[config.mk]
export PLATFORM = sky130hd
export DESIGN_NAME = sodor5_verif_init_seq
export DESIGN_NICKNAME = d
export VERILOG_FILES = /design/src/rtl/sodor5_verif_pkg.sv /design/src/rtl/sodor5_lfsr32.sv /design/src/rtl/sodor5_verif_init_seq.sv
export SDC_FILE = /design/constraint.sdc
export NUM_CORES = 1
export LEC_CHECK = 0
export ABC_AREA = 1
export CAP_MARGIN = 10
export CORE_MARGIN = 3
export CORE_UTILIZATION = 40
export CTS_BUF_LIST = sky130_fd_sc_hd__clkbuf_4
export CTS_CLUSTER_DIAMETER = 30
export DETAILED_ROUTE_END_ITERATION = 8
export PLACE_DENSITY = 0.74
export SLEW_MARGIN = 5
export SYNTH_ARGS = -nofsm -noshare
export SYNTH_HDL_FRONTEND = slang
export SYNTH_SLANG_ARGS = --single-unit
export TNS_END_PERCENT = 30
[constraint.sdc]
create_clock -name clk -period 3.2 [get_ports clk]
set_input_delay 0.64 -clock clk [delete_from_list [all_inputs] [get_ports clk]]
set_output_delay 0.64 -clock clk [all_outputs]
set_load 0.01 [all_outputs]
[src/rtl/sodor5_verif_pkg.sv]
// Shared types and constants for the sodor5 verification sequencer and its helpers.
package sodor5_verif_pkg;

    localparam int          DEF_NUM_REGS  = 32;
    localparam int          DEF_WORD_SIZE = 32;
    localparam logic [31:0] NOP_INSTR     = 32'h00000013;
    localparam logic [31:0] LFSR_POLY     = 32'h80200003;

    typedef enum logic [2:0] {
        ST_IDLE,
        ST_INIT_RF,
        ST_INIT_DM,
        ST_DRAIN,
        ST_RUN,
        ST_DONE
    } state_t;

    function automatic logic [31:0] lfsr_step(input logic [31:0] v);
        return (v >> 1) ^ (v[0] ? LFSR_POLY : 32'h0);
    endfunction

endpackage

[src/rtl/sodor5_lfsr32.sv]
// 32-bit Galois LFSR with a load-to-seed control; shared with the instruction generator.
module sodor5_lfsr32
    import sodor5_verif_pkg::*;
#(
    parameter logic [31:0] SEED = 32'h0000028E
) (
    input  logic        clk,
    input  logic        load,
    input  logic        advance,
    output logic [31:0] value
);

    // An all-zero state would lock the register, so a zero seed becomes 1.
    localparam logic [31:0] SEED_EFF = (SEED == 32'h0) ? 32'h1 : SEED;

    logic [31:0] lfsr_q;
    logic [31:0] lfsr_d;

    always_comb begin
        lfsr_d = lfsr_q;
        if (load) begin
            lfsr_d = SEED_EFF;
        end else if (advance) begin
            lfsr_d = lfsr_step(lfsr_q);
        end
    end

    always_ff @(posedge clk) begin
        lfsr_q <= lfsr_d;
    end

    assign value = lfsr_q;

endmodule

[src/rtl/sodor5_verif_init_seq.sv]
// Run sequencer: seeds the register file and dmem, holds the core in reset,
// releases it for a fixed number of cycles while forwarding instructions, then flags done.
module sodor5_verif_init_seq
    import sodor5_verif_pkg::*;
#(
    parameter int          NUM_REGS   = DEF_NUM_REGS,
    parameter int          WORD_SIZE  = DEF_WORD_SIZE,
    parameter int          DMEM_WORDS = 16,
    parameter int          RUN_CYCLES = 100,
    parameter logic [31:0] SEED       = 32'h0000028E
) (
    input  logic                          clk,
    input  logic                          reset,
    input  logic                          start,
    input  logic [WORD_SIZE-1:0]          instr_gen,
    output logic                          rf_wen,
    output logic [4:0]                    rf_waddr,
    output logic [WORD_SIZE-1:0]          rf_wdata,
    output logic                          dm_wen,
    output logic [$clog2(DMEM_WORDS)-1:0] dm_waddr,
    output logic [WORD_SIZE-1:0]          dm_wdata,
    output logic                          core_reset,
    output logic [WORD_SIZE-1:0]          instr,
    output logic                          busy,
    output logic                          done,
    output logic [31:0]                   cycle_count
);

    localparam int RF_AW = $clog2(NUM_REGS);
    localparam int DM_AW = $clog2(DMEM_WORDS);
    localparam int IDX_W = (RF_AW > DM_AW) ? RF_AW : DM_AW;
    localparam logic [WORD_SIZE-1:0] NOP_W = WORD_SIZE'(NOP_INSTR);

    state_t                 state_q, state_d;
    logic [IDX_W-1:0]       idx_q, idx_d;
    logic [31:0]            cnt_q, cnt_d;
    logic [32:0]            cnt_inc;

    logic                   rf_wen_q, rf_wen_d;
    logic [4:0]             rf_waddr_q, rf_waddr_d;
    logic [WORD_SIZE-1:0]   rf_wdata_q, rf_wdata_d;
    logic                   dm_wen_q, dm_wen_d;
    logic [DM_AW-1:0]       dm_waddr_q, dm_waddr_d;
    logic [WORD_SIZE-1:0]   dm_wdata_q, dm_wdata_d;
    logic                   core_reset_q, core_reset_d;
    logic [WORD_SIZE-1:0]   instr_q, instr_d;
    logic                   busy_q, busy_d;
    logic                   done_q, done_d;

    logic [31:0]            lfsr_value;

    // The LFSR steps on every edge that lands in INIT_RF, so its current value
    // is exactly the data owed to the write being registered on that edge.
    sodor5_lfsr32 #(
        .SEED (SEED)
    ) u_lfsr (
        .clk     (clk),
        .load    (reset),
        .advance (state_d == ST_INIT_RF),
        .value   (lfsr_value)
    );

    function automatic logic [WORD_SIZE-1:0] dm_pattern(input logic [3:0] nib);
        logic [WORD_SIZE-1:0] p;
        for (int i = 0; i < WORD_SIZE; i++) begin
            p[i] = nib[i % 4];
        end
        return p;
    endfunction

    assign cnt_inc = {1'b0, cnt_q} + 33'd1;

    always_ff @(posedge clk) begin
        if (reset) begin
            state_q      <= ST_IDLE;
            idx_q        <= '0;
            cnt_q        <= '0;
            rf_wen_q     <= 1'b0;
            rf_waddr_q   <= '0;
            rf_wdata_q   <= '0;
            dm_wen_q     <= 1'b0;
            dm_waddr_q   <= '0;
            dm_wdata_q   <= '0;
            core_reset_q <= 1'b1;
            instr_q      <= NOP_W;
            busy_q       <= 1'b0;
            done_q       <= 1'b0;
        end else begin
            state_q      <= state_d;
            idx_q        <= idx_d;
            cnt_q        <= cnt_d;
            rf_wen_q     <= rf_wen_d;
            rf_waddr_q   <= rf_waddr_d;
            rf_wdata_q   <= rf_wdata_d;
            dm_wen_q     <= dm_wen_d;
            dm_waddr_q   <= dm_waddr_d;
            dm_wdata_q   <= dm_wdata_d;
            core_reset_q <= core_reset_d;
            instr_q      <= instr_d;
            busy_q       <= busy_d;
            done_q       <= done_d;
        end
    end

    always_comb begin
        state_d = state_q;
        idx_d   = idx_q;
        cnt_d   = cnt_q;
        unique case (state_q)
            ST_IDLE, ST_DONE: begin
                if (start) begin
                    state_d = ST_INIT_RF;
                    idx_d   = '0;
                    cnt_d   = '0;
                end
            end
            ST_INIT_RF: begin
                if (idx_q == IDX_W'(NUM_REGS - 1)) begin
                    state_d = ST_INIT_DM;
                    idx_d   = '0;
                end else begin
                    idx_d = idx_q + IDX_W'(1);
                end
            end
            ST_INIT_DM: begin
                if (idx_q == IDX_W'(DMEM_WORDS - 1)) begin
                    state_d = ST_DRAIN;
                    idx_d   = '0;
                end else begin
                    idx_d = idx_q + IDX_W'(1);
                end
            end
            ST_DRAIN: begin
                state_d = ST_RUN;
            end
            ST_RUN: begin
                cnt_d = cnt_inc[32] ? 32'hFFFF_FFFF : cnt_inc[31:0];
                if (cnt_inc >= 33'(RUN_CYCLES)) begin
                    state_d = ST_DONE;
                end
            end
            default: begin
                state_d = ST_IDLE;
            end
        endcase
    end

    // Outputs are registered from the upcoming state so each write appears
    // in the very cycle its state is entered.
    always_comb begin
        rf_wen_d     = 1'b0;
        rf_waddr_d   = '0;
        rf_wdata_d   = '0;
        dm_wen_d     = 1'b0;
        dm_waddr_d   = '0;
        dm_wdata_d   = '0;
        core_reset_d = 1'b1;
        instr_d      = NOP_W;
        busy_d       = 1'b0;
        done_d       = (state_d == ST_DONE);
        unique case (state_d)
            ST_INIT_RF: begin
                rf_wen_d   = 1'b1;
                rf_waddr_d = 5'(idx_d);
                rf_wdata_d = (idx_d == '0) ? '0 : WORD_SIZE'(lfsr_value);
                busy_d     = 1'b1;
            end
            ST_INIT_DM: begin
                dm_wen_d   = 1'b1;
                dm_waddr_d = DM_AW'(idx_d);
                dm_wdata_d = dm_pattern(4'(idx_d));
                busy_d     = 1'b1;
            end
            ST_DRAIN: begin
                busy_d = 1'b1;
            end
            ST_RUN: begin
                core_reset_d = 1'b0;
                busy_d       = 1'b1;
                instr_d      = (state_q == ST_RUN) ? instr_gen : NOP_W;
            end
            default: begin
            end
        endcase
    end

    assign rf_wen      = rf_wen_q;
    assign rf_waddr    = rf_waddr_q;
    assign rf_wdata    = rf_wdata_q;
    assign dm_wen      = dm_wen_q;
    assign dm_waddr    = dm_waddr_q;
    assign dm_wdata    = dm_wdata_q;
    assign core_reset  = core_reset_q;
    assign instr       = instr_q;
    assign busy        = busy_q;
    assign done        = done_q;
    assign cycle_count = cnt_q;

endmodule
* After elaboration in Yosys (flattened, before gate mapping)
Cells that the tools add are included.
Word-level totals: bits of input ports 35, logic and storage cells 62, register bits 182, output and inout bits 142
Operators by class: reduce and logical (&&, ||, !) cells 10, bitwise logic cells 5, $lt $le $gt $ge 1, $add $sub $neg 2, muxes and demuxes 17, eq/ne operators 13
Operators with widths (count):
- $mux 32 | 3
- $pmux 32 s2 | 1
- $add 32x1->33 const B | 1
- $ge 33x7->1 const B | 1
- $xor 31x32->32 | 1
- $mux 5 | 3
- $pmux 3 s5 | 1
- $pmux 5 s3 | 1
- $eq 3x2->1 const B | 4
- $eq 3x3->1 const B | 4
- $mux 3 | 4
- $eq 3x1->1 const B | 2
- $reduce_or 2->1 | 3
- $reduce_or 3->1 | 2
- $add 5x1->5 const B | 1
- $eq 5x4->1 const B | 1
- $eq 5x5->1 const B | 1
- $logic_not 5->1 | 1
- $mux 1 | 4
- $not 1->1 | 4
- $reduce_or 4->1 | 1
- $logic_not 3->1 | 1
- $ne 2x2->1 const B | 1
- $reduce_and 2->1 | 1
- $reduce_bool 2->1 | 1

* Longest topological paths before layout
Gate-level depths: netlist (run 1).
word-level depth 7, mapped depth 19, depth with buffers taken out 18

* Cells and area by module
A second synthesis (run 1) with hierarchy kept.
Unflattened totals: cells, all modules 898, area, all modules 6640.1 µm²
Modules (own cells, without submodules):
- sodor5_verif_init_seq | cells each 750, area each 5477.8 µm², instances 1, seq. area each 2362.3 µm²
- sodor5_lfsr32 | cells each 148, area each 1162.4 µm², instances 1, seq. area each 640.6 µm²

* Worst setup path before layout (run 1)
OpenSTA, ideal clock, no wires.
path kind flip-flop to flip-flop, start register cnt_q[1] (netlist: cycle_count[1]), end register u_lfsr.lfsr_q[21] (netlist: u_lfsr.value[21]), stages on the path, launching flop included 20, data arrival time 2.315 ns, setup slack 0.757 ns, clock period less this slack 2.443 ns, required time 3.072 ns, buffers on the path 1, library setup time 0.128 ns, cells stage by stage dfxtp_1 ha_1 nand2_1 nor2_2 nand2_1 nor2_4 nand2_1 nand2_1 nand2_1 nor2_1 nand2_1 nor2_1 nand3_2 nand2_4 nand2_4 nand3_4 buf_2 nand2_1 nand2_1 nor2_1
On the way: cells in the longest elaborated chain, start to end 5
RTL lines:
- start: declaration | line sodor5_verif_init_seq.sv:36 | logic [31:0] cnt_q, cnt_d;
- start signal: assignment | line sodor5_verif_init_seq.sv:91 | cnt_q <= cnt_d;
- $add 32x1->33 | line sodor5_verif_init_seq.sv:71 | assign cnt_inc = {1'b0, cnt_q} + 33'd1;
- $ge 33x7->1 | line sodor5_verif_init_seq.sv:138 | if (cnt_inc >= 33'(RUN_CYCLES)) begin
- $mux 3 | line sodor5_verif_init_seq.sv:138
- $pmux 3 s5 | line sodor5_verif_init_seq.sv:109 | unique case (state_q)
- $eq 3x1->1 | line sodor5_verif_init_seq.sv:59 | .advance (state_d == ST_INIT_RF),
- end signal: assignment | line sodor5_lfsr32.sv:29 | lfsr_q <= lfsr_d;
- end: declaration | line sodor5_lfsr32.sv:16 | logic [31:0] lfsr_q;
No other way between the ends. A chain may end at the register's enable or synchronous reset.

* Worst setup path after layout (run 1)
start register cnt_q[0] (netlist: cycle_count[0]), end register u_lfsr.lfsr_q[24] (netlist: u_lfsr.value[24])
Same word-level chain as after synthesis.

==> key figures, run 1 <==
Run status
  • Status: finished clean

Clock network
  • CTS buffer count: 17
  • Worst-path clk slew: 0.13 ns
  • Clk_lat worst skew: 0.54 ns
  • # Post-CTS Setup Buffers: 0
  • Number of clock sinks: 150
  • Post-cts sizing count: 0
  • Clock root cell: clkbuf_4
  • CTS H-tree depth: 4
  • Max clock buf depth: 2
  • TritonCTS clock tree: done
  • Cts hold-fix bufs: 0

Critical path
  • CP arrival: 3.28 ns
  • WS Path Type: reg2reg
  • Crit-path max FO: 24
  • Critical Path End Type: flip-flop
  • Flop2flop setup slack: 0.36 ns
  • CP required: 3.64 ns
  • Crit path launch type: flip-flop

Power and ir drop
  • Combinational share of power: 12.4%
  • Switch share: 28.2%
  • Sequential share of power: 52.9%
  • P_int: 2.74 mW
  • Clock power frac: 34.7%
  • Pwr/cell area: 440 mW/mm^2
  • Psw: 1.08 mW
  • IR drop worst, VDD: 0.272 mV
  • Leak: 3.39 nW

Global routing
  • Largest net degree at the start of global routing: 38
  • Congestion Overflow GR: 0
  • First-pass GRT wire length: 27500 um
  • Initial antenna violation count: 0
  • Tot GR Track Use: 18.5%
  • Vias in the first global route: 5529

Final layout
  • Share of cells above drive strength 1: 8.55%
  • NumNets Final: 1069
  • Area Overhead vs Synth: 31.1%
  • # diodes: 0

Die
  • Die height: 135 um
  • Die area: 0.0181 mm^2
  • Die width: 135 um
  • Initial Utilization: 41.2%
  • Site Rows: 46
  • Core area: 0.0161 mm^2
  • I/O pin cnt: 177

Timing
  • Hold Slack: 0.462 ns
  • Fmax: 0.352 GHz
  • Crit share post-route: 88.7%
  • Setup TNS: 0 ns
  • Final setup viols: 0
  • Final Hold Viols: 0
  • Clock skew: 0.0202 ns
  • Fin crit period: 2.84 ns
  • Max_slew headroom: 37.0%
  • RSZ-0062 raised after global routing: no
  • Slew Limit Fails: 0
  • Worst-margin pin slew: 0.944 ns

Synthesis
  • Commonest cells post-synth: nand2_1, dfxtp_1, nor2_1
  • Post-synthesis sequential area ratio: 45.4%
  • EDFF count, synth: 0
  • Synth top area share: 45.4%
  • Cells after Synth: 888
  • Synth Warn #: 0
  • Ys flop type: dfxtp_1
  • Mean Syn Cell Area: 7.45 um^2
  • Dominant cell type by area after synthesis: dfxtp_1
  • Post-synth ARST share: 0%
  • Mapped cell area: 0.00662 mm^2
  • Synth Register Bits: 150
  • Most frequent cell after synthesis: nand2_1
  • Post-synth cell types: 41
  • Synth area leaders: dfxtp_1, nand2_1, nor2_1, inv_1, buf_4
  • Syn Nets: 929

Job
  • Max Cap Violations: 0

Worst hold path
  • Hold WC Path Type: reg2reg

Place
  • Routability congestion estimate: 0.873
  • IO Port Bufs: 176
  • Hpwl dp: 11900 um

Route
  • Vias: 5973
  • DR iter-0 viols: 354
  • Routed wire length: 16700 um
  • Drc violations: 0
  • DR WL/cell: 13.3 um
  • Vias per cell: 4.75
  • Final ANT Viol Nets: 0
  • Number of detailed-route iterations in the first pass: 5
==> final cells by class <==
| type | count | area (um^2) |
|---|---|---|
| clock inverter | 14 | 188 |
| clock buffer | 18 | 135 |
| inverter | 79 | 297 |
| timing repair buffer | 191 | 1890 |
| multi-input combinational | 589 | 2890 |
| fill | 1518 | 7380 |
| sequential | 150 | 3000 |
| tap | 216 | 270 |
==> critical path: stages (launching register included) <==
cell     delay [ns]
dfxtp_1        0.36
ha_1           0.29
nand2_1        0.10
nor2_2         0.14
nand2_2        0.12
nor2_4         0.18
nand2_2        0.09
nand2_1        0.06
nand2_1        0.06
nor2_1         0.11
nand2_1        0.07
nor2_1         0.15
nand3_2        0.11
nand2_4        0.11
nand2_4        0.11
nand3_4        0.26
buf_4          0.25
nand2_1        0.06
nand2_1        0.05
nor2_1         0.04
==> cell families (layout without fill, tap and decap cells) <==
| logic type | count (synthesis) | in the layout | share of synthesized area (%) |
|---|---|---|---|
| compound gates | 86 | 86 | 7.11 |
| simple gates | 491 | 491 | 34.6 |
| xor+xnor | 6 | 6 | 0.794 |
| buf+inv | 149 | 302 | 11.0 |
| flops | 150 | 150 | 45.4 |
| fa+ha+maj | 6 | 6 | 1.13 |
==> per-layer routing <==
metal / GRT usage (%) / vias to the layer above / share of wire, %
met4: 5.83 / 0 / 1.4
met2: 29.9 / 155 / 46
li1: - / 3058 / -
met1: 25.3 / 2743 / 48
met3: 3.46 / 17 / 4.7
met5: 0 / - / 0
==> sequential cells by signal (all words and copies together), names as in the netlist, 3 cells and up <==
signal	cells
u_lfsr.value	32
rf_waddr	5
cycle_count	32
idx_q	5
instr	32
dm_waddr	3
rf_wdata	32
state_q	3
==> power by group through the flow <==
| stage | Sequential, mW | Combinational (mW) | Clock, mW |
|---|---|---|---|
| after floorplan | 2.05 | 0.314 | 0 |
| after global placement | 2.06 | 0.469 | 0 |
| after detailed placement | 2.06 | 0.476 | 0 |
| after CTS | 2.02 | 0.480 | 1.36 |
| after global routing | 2.03 | 0.534 | 1.44 |
| final | 2.02 | 0.474 | 1.32 |
==> worst paths after layout <==
path              startpoint               end  cells past startpoint
max           cycle_count[0]  u_lfsr.value[24]                     19
min          u_lfsr.value[3]       rf_wdata[3]                      2
max reg2reg   cycle_count[0]  u_lfsr.value[24]                     19
min reg2reg  u_lfsr.value[3]       rf_wdata[3]                      2
==> metrics by stage <==
step	setup WS (ns)	utilization [%]	cell area [um^2]	total power, mW	cells
2_1_floorplan	0.757	-	6620	2.37	888
3_3_place_gp	0.416	52.0	8350	2.53	1225
3_5_place_dp	0.352	52.0	8350	2.53	1225
4_1_cts	0.357	54.0	8670	3.86	1257
5_1_grt	0.0357	54.0	8670	4.00	1257
6_report	0.363	54.0	8670	3.82	1257
==> cell usage in the layout (no fill, tap or decap), types with 6 or more instances in the layout <==
cell type and instances:
nand2_1 228, clkdlybuf4s50_1 176, dfxtp_1 150, nor2_1 114
inv_1 76, a21oi_1 37, o21ai_0 37, nor3_1 35
nor3b_1 29, nand3_1 21, clkbuf_4 18, nor2_2 16
buf_4 14, nand3b_1 12, nand4_1 11, nand2_2 7
nor2_4 6, ha_1 6
Note: power is estimated with default switching activity, not from simulation.
==> inputs of run 2 (changes only) <==
--- a/config.mk
+++ b/config.mk
@@ -7,12 +7,14 @@
 export LEC_CHECK = 0
 export ABC_AREA = 1
 export CAP_MARGIN = 10
+export CELL_PAD_IN_SITES_DETAIL_PLACEMENT = 0
+export CELL_PAD_IN_SITES_GLOBAL_PLACEMENT = 1
 export CORE_MARGIN = 3
-export CORE_UTILIZATION = 40
+export CORE_UTILIZATION = 36
 export CTS_BUF_LIST = sky130_fd_sc_hd__clkbuf_4
 export CTS_CLUSTER_DIAMETER = 30
 export DETAILED_ROUTE_END_ITERATION = 8
-export PLACE_DENSITY = 0.74
+export PLACE_DENSITY = 0.89
 export SLEW_MARGIN = 5
 export SYNTH_ARGS = -nofsm -noshare
 export SYNTH_HDL_FRONTEND = slang
==> key figures, run 2 (synthesized netlist as in run 1, its figures left out) <==
Die
  • I/O pin cnt: 177 (unchanged)
  • Die area: 0.0200 mm^2 (+11%)
  • Core area: 0.0177 mm^2 (+10%)
  • Die width: 142 um (+5.2%)
  • Initial Utilization: 37.5% (-3.7 points)
  • Die height: 142 um (+5.2%)
  • Site Rows: 48 (+4.3%)

Power and ir drop
  • Combinational share of power: 12.9% (+0.5 points)
  • P_int: 2.66 mW (-2.7%)
  • Switch share: 28.9% (+0.70 points)
  • Pwr/cell area: 431 mW/mm^2 (-1.9%)
  • Sequential share of power: 53.9% (+1.0 points)
  • Clock power frac: 33.2% (-1.5 points)
  • Psw: 1.08 mW (+0.62%)
  • Leak: 3.38 nW (-0.37%)
  • IR drop worst, VDD: 0.244 mV (-10%)

Critical path
  • Crit path launch type: flip-flop
  • Flop2flop setup slack: 0.41 ns (+0.05 ns)
  • Most common cell on crit path: nand2_1
  • Reg-to-Reg End: u_lfsr.value[4]
  • Worst path slowest cell: dfxtp_1
  • CP top delay family: simple AND/OR/NAND/NOR gates
  • Crit-path max FO: 26 (+8.3%)
  • Worst path cell trace: nand2_1, nor2_1, nand2_1, nor2_1, nand2_1, nand2_1, nand2_1, nor2_1, nand2_1, nor2_1, nand3_2, nand2_4, nand2_4, nand3_4, buf_4, nand2_1, nand2_1, nor2_1
  • Critical Path End Type: flip-flop
  • Worst r2r path cells: 18 (-1)
  • CP required: 3.66 ns (+0.02 ns)
  • Buf/Inv on CP: 1 (unchanged)
  • Max incr delay on CP: 0.53 ns (+0.17 ns)
  • CP arrival: 3.24 ns (-0.04 ns)
  • Worst r2r src: cycle_count[6]
  • WS Path Type: reg2reg

Clock network
  • # Post-CTS Setup Buffers: 0 (unchanged)
  • Clock root cell: clkbuf_4
  • Worst-path clk slew: 0.14 ns (about the same)
  • Post-cts sizing count: 0 (unchanged)
  • CTS buffer count: 17 (unchanged)
  • Clk_lat worst skew: 0.56 ns (+0.02 ns)
  • Max clock buf depth: 2 (unchanged)
  • Cts hold-fix bufs: 0 (unchanged)
  • TritonCTS clock tree: done
  • CTS H-tree depth: 4 (unchanged)
  • Number of clock sinks: 150 (unchanged)

Global routing
  • Largest net degree at the start of global routing: 38 (unchanged)
  • Tot GR Track Use: 17.2% (-1.4 points)
  • Congestion Overflow GR: 0 (unchanged)
  • First-pass GRT wire length: 27900 um (+1.5%)
  • Vias in the first global route: 5409 (-2.2%)
  • Initial antenna violation count: 0 (unchanged)

Worst hold path
  • Hold depth: 2 (unchanged)
  • Hold WC Path Type: reg2reg
  • Hold EP: rf_wdata[9]
  • Min-Delay Startpoint: u_lfsr.value[9]

Route
  • Drc violations: 0 (unchanged)
  • Met1 WL: 8330 um (+4.4%)
  • Routed met2 length: 7830 um (+1.8%)
  • Routed wire length: 17500 um (+4.9%)
  • Routed wl met3: 1090 um (+38%)
  • Number of detailed-route iterations in the first pass: 5 (unchanged)
  • DR iter-0 viols: 435 (+23%)
  • Highest Signal Layer: met4
  • Vias: 5917 (-0.94%)
  • DR WL/cell: 13.8 um (+4.0%)
  • Vias per cell: 4.67 (-1.7%)
  • Final ANT Viol Nets: 0 (unchanged)

Timing
  • Fmax: 0.359 GHz (+1.8%)
  • Setup TNS: 0 ns (unchanged)
  • Worst-margin pin slew: 0.912 ns (-0.0328 ns)
  • Max_slew headroom: 39.2% (+2.2 points)
  • Slew Limit Fails: 0 (unchanged)
  • Clock skew: 0.0253 ns (+0.00510 ns)
  • Final setup viols: 0 (unchanged)
  • RSZ-0062 raised after global routing: no
  • Final Hold Viols: 0 (unchanged)
  • Fin crit period: 2.79 ns (-0.0496 ns)
  • Crit share post-route: 87.1% (-1.5 points)
  • Hold Slack: 0.472 ns (+0.0102 ns)

Final layout
  • Final Non-Filler Cells: 1267 (+0.80%)
  • Multi-input gate area: 0.00289 mm^2 (unchanged)
  • Register area: 0.00300 mm^2 (unchanged)
  • Fill cell count: 1777 (+17%)
  • Area Overhead vs Synth: 31.3%
  • Final core occ: 49.2% (-4.8 points)
  • Share of cells above drive strength 1: 8.64% (+0.088 points)
  • # diodes: 0 (unchanged)
  • NumNets Final: 1070 (+0.094%)
  • Commonest cells after routing, fill and taps aside: nand2_1, clkdlybuf4s50_1, dfxtp_1
  • Most common cell after layout, fill and taps aside: nand2_1

Place
  • Hpwl dp: 12400 um (+4.7%)
  • Routability congestion estimate: 0.868 (-0.47%)
  • Post-Place Cells: 1235 (+0.82%)
  • IO Port Bufs: 176 (unchanged)

Job
  • Max Cap Violations: 0 (unchanged)

Run status
  • Status: finished clean
## run 2: worst reg2reg max path, stage by stage (launching register included)
cell     delay (ns)
dfxtp_1        0.53
nand2_1        0.17
nor2_1         0.21
nand2_1        0.07
nor2_1         0.24
nand2_1        0.10
nand2_1        0.06
nand2_1        0.06
nor2_1         0.12
nand2_1        0.07
nor2_1         0.14
nand3_2        0.13
nand2_4        0.11
nand2_4        0.11
nand3_4        0.11
buf_4          0.27
nand2_1        0.10
nand2_1        0.06
nor2_1         0.04
## run 2: worst max-delay path by stage
stage | startpoint | endpoint | slack, ns | cells after the start
3_5_place_dp | start | rf_wdata[27] | 0.42 | 9
5_1_grt | cycle_count[6] | rf_wdata[29] | 0.13 | 14
2_1_floorplan | cycle_count[1] | u_lfsr.value[21] | 0.76 | 19
4_1_cts | cycle_count[6] | rf_wdata[4] | 0.42 | 14
6_report | cycle_count[6] | u_lfsr.value[4] | 0.41 | 18
3_3_place_gp | start | rf_wdata[4] | 0.41 | 9
## run 2: area by class of cell
type                            instances  area share (%)
Clock inverter                         14            1.93
Clock buffer                           18            1.56
Tap cell                              225            3.24
Multi-Input combinational cell        589            33.3
Inverter                               79            3.41
Timing Repair Buffer                  192            22.0
Sequential cell                       150            34.6
## run 2: power groups by stage
stage	clock (mW)	sequential (mW)	combinational (mW)
global placement	0	2.06	0.481
finish	1.25	2.02	0.483
detailed placement	0	2.06	0.486
floorplan	0	2.05	0.314
global route	1.35	2.03	0.542
CTS	1.29	2.02	0.490
## run 2: metal layers
metal	vias up	GRT usage (%)
met2	178	27.3
met3	22	4.01
met5	-	0
li1	3067	-
met4	0	4.95
met1	2650	23.4
## run 2: per-stage QoR
stage	worst slack (ns)	power, mW	cell area (um^2)
finish	0.412	3.75	8680
global route	0.132	3.92	8680
CTS	0.415	3.80	8680
detailed placement	0.421	2.54	8380
global placement	0.412	2.54	8380
floorplan	0.757	2.37	6620
